==> src/rtl/vc_arbiter.sv <==
// vc_arbiter: round-robin sequencer from four source VC FIFOs into two destination FIFOs.
// Optional build macro ARB_PRIO_EN gives source 0 strict priority over a 3-way round-robin of sources 1-3.
module vc_arbiter #(
    parameter int DATA_SIZE = 10,
    parameter int MAIN_SIZE = 8
) (
    input  logic                   clk,
    input  logic                   reset,
    input  logic                   init,
    input  logic [MAIN_SIZE:0]     af_thr_in,
    input  logic [MAIN_SIZE:0]     ae_thr_in,
    input  logic [3:0]             src_empty,
    input  logic [4*DATA_SIZE-1:0] src_data,
    input  logic [1:0]             dst_pause,
    input  logic [5:0]             fifo_err,
    output logic [MAIN_SIZE:0]     af_thr,
    output logic [MAIN_SIZE:0]     ae_thr,
    output logic [3:0]             src_pop,
    output logic [1:0]             dst_push,
    output logic [DATA_SIZE-1:0]   dst_data,
    output logic [4:0]             state,
    output logic                   idle,
    output logic                   error
);

    typedef enum logic [4:0] {
        ST_RESET  = 5'b00001,
        ST_INIT   = 5'b00010,
        ST_IDLE   = 5'b00100,
        ST_ACTIVE = 5'b01000,
        ST_ERROR  = 5'b10000
    } state_t;

    state_t               state_r;
    state_t               next_state_s;
    logic [1:0]           rr_r;
    logic [1:0]           rr_next_s;
    logic [3:0]           pend_r;
    logic [3:0]           eligible_s;
    logic [3:0]           grant_s;
    logic [1:0]           cand_s;
    logic                 pop_ok_s;
    logic [DATA_SIZE-1:0] cap_word_s;
`ifdef ARB_PRIO_EN
    int                   base_s;
`endif

    assign state = state_r;

    // Next-state selection; an illegal encoding falls into the sticky error state.
    always_comb begin
        next_state_s = state_r;
        case (state_r)
            ST_RESET: begin
                next_state_s = ST_INIT;
            end
            ST_INIT: begin
                if (init) next_state_s = ST_INIT;
                else      next_state_s = ST_IDLE;
            end
            ST_IDLE: begin
                if (|fifo_err)                next_state_s = ST_ERROR;
                else if (init)                next_state_s = ST_INIT;
                else if (src_empty != 4'b1111) next_state_s = ST_ACTIVE;
                else                          next_state_s = ST_IDLE;
            end
            ST_ACTIVE: begin
                if (|fifo_err) next_state_s = ST_ERROR;
                else if ((src_empty == 4'b1111) && (src_pop == 4'b0000) && (pend_r == 4'b0000))
                    next_state_s = ST_IDLE;
                else
                    next_state_s = ST_ACTIVE;
            end
            ST_ERROR: begin
                next_state_s = ST_ERROR;
            end
            default: begin
                next_state_s = ST_ERROR;
            end
        endcase
    end

    // A source just popped still shows its stale empty flag, so it sits out one cycle.
    assign eligible_s = ~src_empty & ~src_pop;
    assign pop_ok_s   = (state_r == ST_ACTIVE) && (next_state_s == ST_ACTIVE) && (dst_pause == 2'b00);

    // Grant selection: scan downwards so the candidate nearest rr_r is written last and wins.
    always_comb begin
        grant_s   = 4'b0000;
        rr_next_s = rr_r;
        cand_s    = 2'd0;
`ifdef ARB_PRIO_EN
        base_s = (rr_r == 2'd0) ? 0 : int'(rr_r) - 1;
        if (eligible_s[0]) begin
            grant_s = 4'b0001;
        end else begin
            for (int k = 2; k >= 0; k--) begin
                cand_s    = 2'(1 + ((base_s + k) % 3));
                grant_s   = eligible_s[cand_s] ? (4'b0001 << cand_s) : grant_s;
                rr_next_s = eligible_s[cand_s] ? ((cand_s == 2'd3) ? 2'd1 : cand_s + 2'd1) : rr_next_s;
            end
        end
`else
        for (int k = 3; k >= 0; k--) begin
            cand_s    = rr_r + 2'(k);
            grant_s   = eligible_s[cand_s] ? (4'b0001 << cand_s) : grant_s;
            rr_next_s = eligible_s[cand_s] ? cand_s + 2'd1 : rr_next_s;
        end
`endif
    end

    // Capture mux: pend_r is one-hot, so OR-ing the masked slices selects one word.
    always_comb begin
        cap_word_s = {DATA_SIZE{1'b0}};
        for (int i = 0; i < 4; i++) begin
            cap_word_s = cap_word_s | (src_data[i*DATA_SIZE +: DATA_SIZE] & {DATA_SIZE{pend_r[i]}});
        end
    end

    // State register and status flags, aligned with the state they describe.
    always_ff @(posedge clk or negedge reset) begin
        if (!reset) begin
            state_r <= ST_RESET;
            idle    <= 1'b0;
            error   <= 1'b0;
        end else begin
            state_r <= next_state_s;
            idle    <= (next_state_s == ST_IDLE);
            error   <= (next_state_s == ST_ERROR);
        end
    end

    // Threshold registers load only while INIT is requested.
    always_ff @(posedge clk or negedge reset) begin
        if (!reset) begin
            af_thr <= {(MAIN_SIZE+1){1'b0}};
            ae_thr <= {(MAIN_SIZE+1){1'b0}};
        end else if ((state_r == ST_INIT) && init) begin
            af_thr <= af_thr_in;
            ae_thr <= ae_thr_in;
        end else begin
            af_thr <= af_thr;
            ae_thr <= ae_thr;
        end
    end

    // Pop strobe and round-robin pointer.
    always_ff @(posedge clk or negedge reset) begin
        if (!reset) begin
            src_pop <= 4'b0000;
            rr_r    <= 2'd0;
        end else if (pop_ok_s) begin
            src_pop <= grant_s;
            rr_r    <= rr_next_s;
        end else begin
            src_pop <= 4'b0000;
            rr_r    <= rr_r;
        end
    end

    // Datapath: data arrives the cycle after the pop and is pushed the cycle after that.
    always_ff @(posedge clk or negedge reset) begin
        if (!reset) begin
            pend_r   <= 4'b0000;
            dst_push <= 2'b00;
            dst_data <= {DATA_SIZE{1'b0}};
        end else if (next_state_s == ST_ERROR) begin
            pend_r   <= 4'b0000;
            dst_push <= 2'b00;
            dst_data <= dst_data;
        end else begin
            pend_r <= src_pop;
            if (pend_r != 4'b0000) begin
                dst_push <= cap_word_s[DATA_SIZE-1] ? 2'b10 : 2'b01;
                dst_data <= cap_word_s;
            end else begin
                dst_push <= 2'b00;
                dst_data <= dst_data;
            end
        end
    end

endmodule
==> config.mk <==
export PLATFORM = sky130hd
export DESIGN_NAME = vc_arbiter
export DESIGN_NICKNAME = d
export VERILOG_FILES = /design/src/rtl/vc_arbiter.sv
export SDC_FILE = /design/constraint.sdc
export NUM_CORES = 1
export LEC_CHECK = 0
export ABC_AREA = 1
export ABC_CLOCK_PERIOD_IN_PS = 4000
export BUFFER_PORTS_ARGS = -buffer_cell sky130_fd_sc_hd__buf_4
export CAP_MARGIN = 10
export CELL_PAD_IN_SITES_DETAIL_PLACEMENT = 1
export CELL_PAD_IN_SITES_GLOBAL_PLACEMENT = 2
export CORE_MARGIN = 4
export CORE_UTILIZATION = 28
export CTS_BUF_LIST = sky130_fd_sc_hd__clkbuf_8
export DETAILED_ROUTE_END_ITERATION = 10
export GPL_TIMING_DRIVEN = 0
export PLACE_DENSITY_LB_ADDON = 0.05
export SYNTH_ARGS = -nofsm -noshare
export SYNTH_HDL_FRONTEND = slang
export SYNTH_SLANG_ARGS = --single-unit
==> constraint.sdc <==
create_clock -name clk -period 4 [get_ports clk]
set_clock_uncertainty 0.05 [all_clocks]
set_input_delay 0.6 -clock clk [delete_from_list [all_inputs] [get_ports clk]]
set_output_delay 0.6 -clock clk [all_outputs]
set_load 0.05 [all_outputs]
==> results.sh <==
export IMPL_status="completed"
export IMPL_yosysMostFrequentCell="nand2_1"
export IMPL_critPathBufInv=3
export IMPL_cts_made_buffers=5
export IMPL_fillCellCount=1138
export IMPL_path_cells="inv_2, ha_1, inv_1, nand3_2, nand2_2, buf_6, nand2_2, nand2_1, nand2_1, nand2_1, nand3_1, nand2_1, nand2_1, nand2_1"
export IMPL_synth_top_area_share_pct=45.2
export IMPL_die_w_um=103
export IMPL_yosys_area_top_type="dfrtp_1"
export IMPL_p_per_area_nw_per_um2=273
export IMPL_fin_crit_sh_pct=59.0
export IMPL_grt_util_all_layers_pct=15.0
export IMPL_core_sq_um=8810
export IMPL_overflow=0
export IMPL_pre_cts_ws_ps=1640
export IMPL_slowest_delay_ps=600
export IMPL_layout_setup_ws_ps=1640
export IMPL_cts_htree_levels=2
export IMPL_port_buffers=113
export IMPL_whs_ps=251
export IMPL_relSlewSlack_pct=59.4
export IMPL_drt_initial_drc_count=57
export IMPL_clkSinkCount=47
export IMPL_area_growth_pct=43.0
export IMPL_rsz0062_at_grt="false"
export IMPL_drc_errors=0
export IMPL_ys_flop_type="dfrtp_1"
export IMPL_critical_path_slowest_cell="dfrtp_1"
export IMPL_path_clk_slew_ps=90
export IMPL_layout_drive_gt1_share_pct=33.3
export IMPL_maxCapViolCount=0
export IMPL_firstDrtPassIters=4
export IMPL_gp_congestion=0.818
export IMPL_fmax_mhz=424
export IMPL_num_rows=34
export IMPL_die_y_um=103
export IMPL_synthTopCellsByCount="nand2_1, dfrtp_1, inv_1"
export IMPL_synth_seq_area_share_pct=46.2
export IMPL_synth_seq_cells=47
export IMPL_critPathMaxFanout=12
export IMPL_syn_area_sq_um=2550
export IMPL_netlist_instances=324
export IMPL_report_final_hold_viol_count=0
export IMPL_worstPathArrival_ps=2490
export IMPL_clk_latency_ps=300
export IMPL_slew_viol_final=0
export IMPL_crit_type="reg -> reg"
export IMPL_pin_count=114
export IMPL_dieArea_sq_um=10700
export IMPL_cts_hold_buf=0
export IMPL_critPathMostFrequentCell="nand2_1"
export IMPL_ys_types=32
export IMPL_finalWirelength_um=7840
export IMPL_post_cts_resize_count=0
export IMPL_worst_ep_required_time_ps=4130
export IMPL_post_dp_hpwl_um=6210
export IMPL_critPathLaunchType="register"
export IMPL_nets=525
export IMPL_vias=2534
export IMPL_first_global_vias=2557
export IMPL_ant_nets=0
export IMPL_yosysWarnings=0
export IMPL_cp_top_family="simple AND/OR/NAND/NOR gates"
export IMPL_routedWlPerCell_um=14.2
export IMPL_vias_per_cell=4.58
export IMPL_leakage_uw=0.00191
export IMPL_synthTopCellsByArea="dfrtp_1, nand2_1, ha_1"
export IMPL_async_flop_share_pct=100
export IMPL_antenna_found_initial=0
export IMPL_synth_area_per_cell_sq_um=7.86
export IMPL_hp_class="in -> async"
export IMPL_syn_nets=405
export IMPL_clock_tree_root_cell="clkbuf_8"
export IMPL_post_cts_buffers=0
export IMPL_worst_ir_drop_vdd_uv=127
export IMPL_cp_end_kind="register"
export IMPL_initial_core_util_pct=28.9
export IMPL_grt_pass1_wl_um=12600
export IMPL_worst_slew_pin_transition_ps=609
export IMPL_diodes=0
export IMPL_setup_viol_count_final=0
export IMPL_fin_crit_ps=2360
export IMPL_tns_ps=0
export IMPL_cts_buffer_depth=2
export IMPL_grt_max_degree=48
export IMPL_cts_tree="yes"
export IMPL_synth_edf_count=0
==> layer usage <==
metal / track usage, % / wire length, um
met1: 20.4 / 3640
met2: 24.4 / 3650
met3: 3.22 / 491
met4: 3.29 / 51
met5: 0 / 0
==> cells in the final DEF, fill, tap and decap left out, drive strengths merged, types with 9 or more instances in the layout <==
cell      n
buf     119
dfrtp    46
nand2   140
o21ai    17
a221oi    9
nor2     22
inv      26
nand3    19
clkbuf    9
==> cell type report <==
class,instances,area (sq um),share of cell area (%)
buffer,10,60.1,1.65
multi-input combinational,241,1210,33.3
inverter,26,97.6,2.68
tap,108,135,3.71
clock buffer,5,68.8,1.89
clock inverter,3,43.8,1.20
sequential,47,1180,32.3
timing repair buffer,113,848,23.3
==> per-stage QoR <==
stage | util [%] | power (uW) | instances | instance area (sq um)
final | 41.4 | 995 | 553 | 3640
after global routing | 41.4 | 1050 | 553 | 3640
after CTS | 41.4 | 1020 | 553 | 3640
after detailed placement | 40.1 | 657 | 545 | 3530
after global placement | 40.1 | 654 | 545 | 3530
after floorplan | - | 567 | 324 | 2550
==> power breakdown <==
part | internal [uW] | leakage, uW | switching [uW]
logic | 70.2 | 0.00124 | 83.9
clock network | 186 | 0.0000581 | 165
registers | 485 | 0.000618 | 5.48
total | 741 | 0.00191 | 254
==> path summary, 6_finish.rpt <==
path | startpoint | slack, ps | to | cells after the start
worst max-delay path | rr_r[0] | 1640 | rr_r[1] | 14
worst min-delay path | reset | 250 | dst_data[6] | 1
worst max register to register | rr_r[0] | 1640 | rr_r[1] | 14
worst min register to register | ae_thr[1] | 440 | ae_thr[1] | 2
max in group asynchronous | reset | 3230 | idle | 1
min in group clk | af_thr_in[4] | 440 | af_thr[4] | 3
==> registers in the layout, indices dropped and copies added, names as in the netlist <==
register and flops:
dst_push 2, state 5, pend_r 4, af_thr 9, dst_data 10, src_pop 4, ae_thr 9, error 1
idle 1, rr_r 2
==> cells by family (layout without fill, tap and decap cells) <==
| family | after synthesis | count (layout) | share of synthesized area, % |
|---|---|---|---|
| AND/OR/NAND/NOR | 196 | 196 | 34.3 |
| adder cells (fa/ha/maj) | 8 | 8 | 3.93 |
| buffers and inverters | 36 | 157 | 6.19 |
| flip-flops | 47 | 47 | 46.2 |
| AO/OA/AOI/OAI | 36 | 36 | 9.19 |
| other | 1 | 1 | 0.147 |
(Power assumes the default switching activity.)
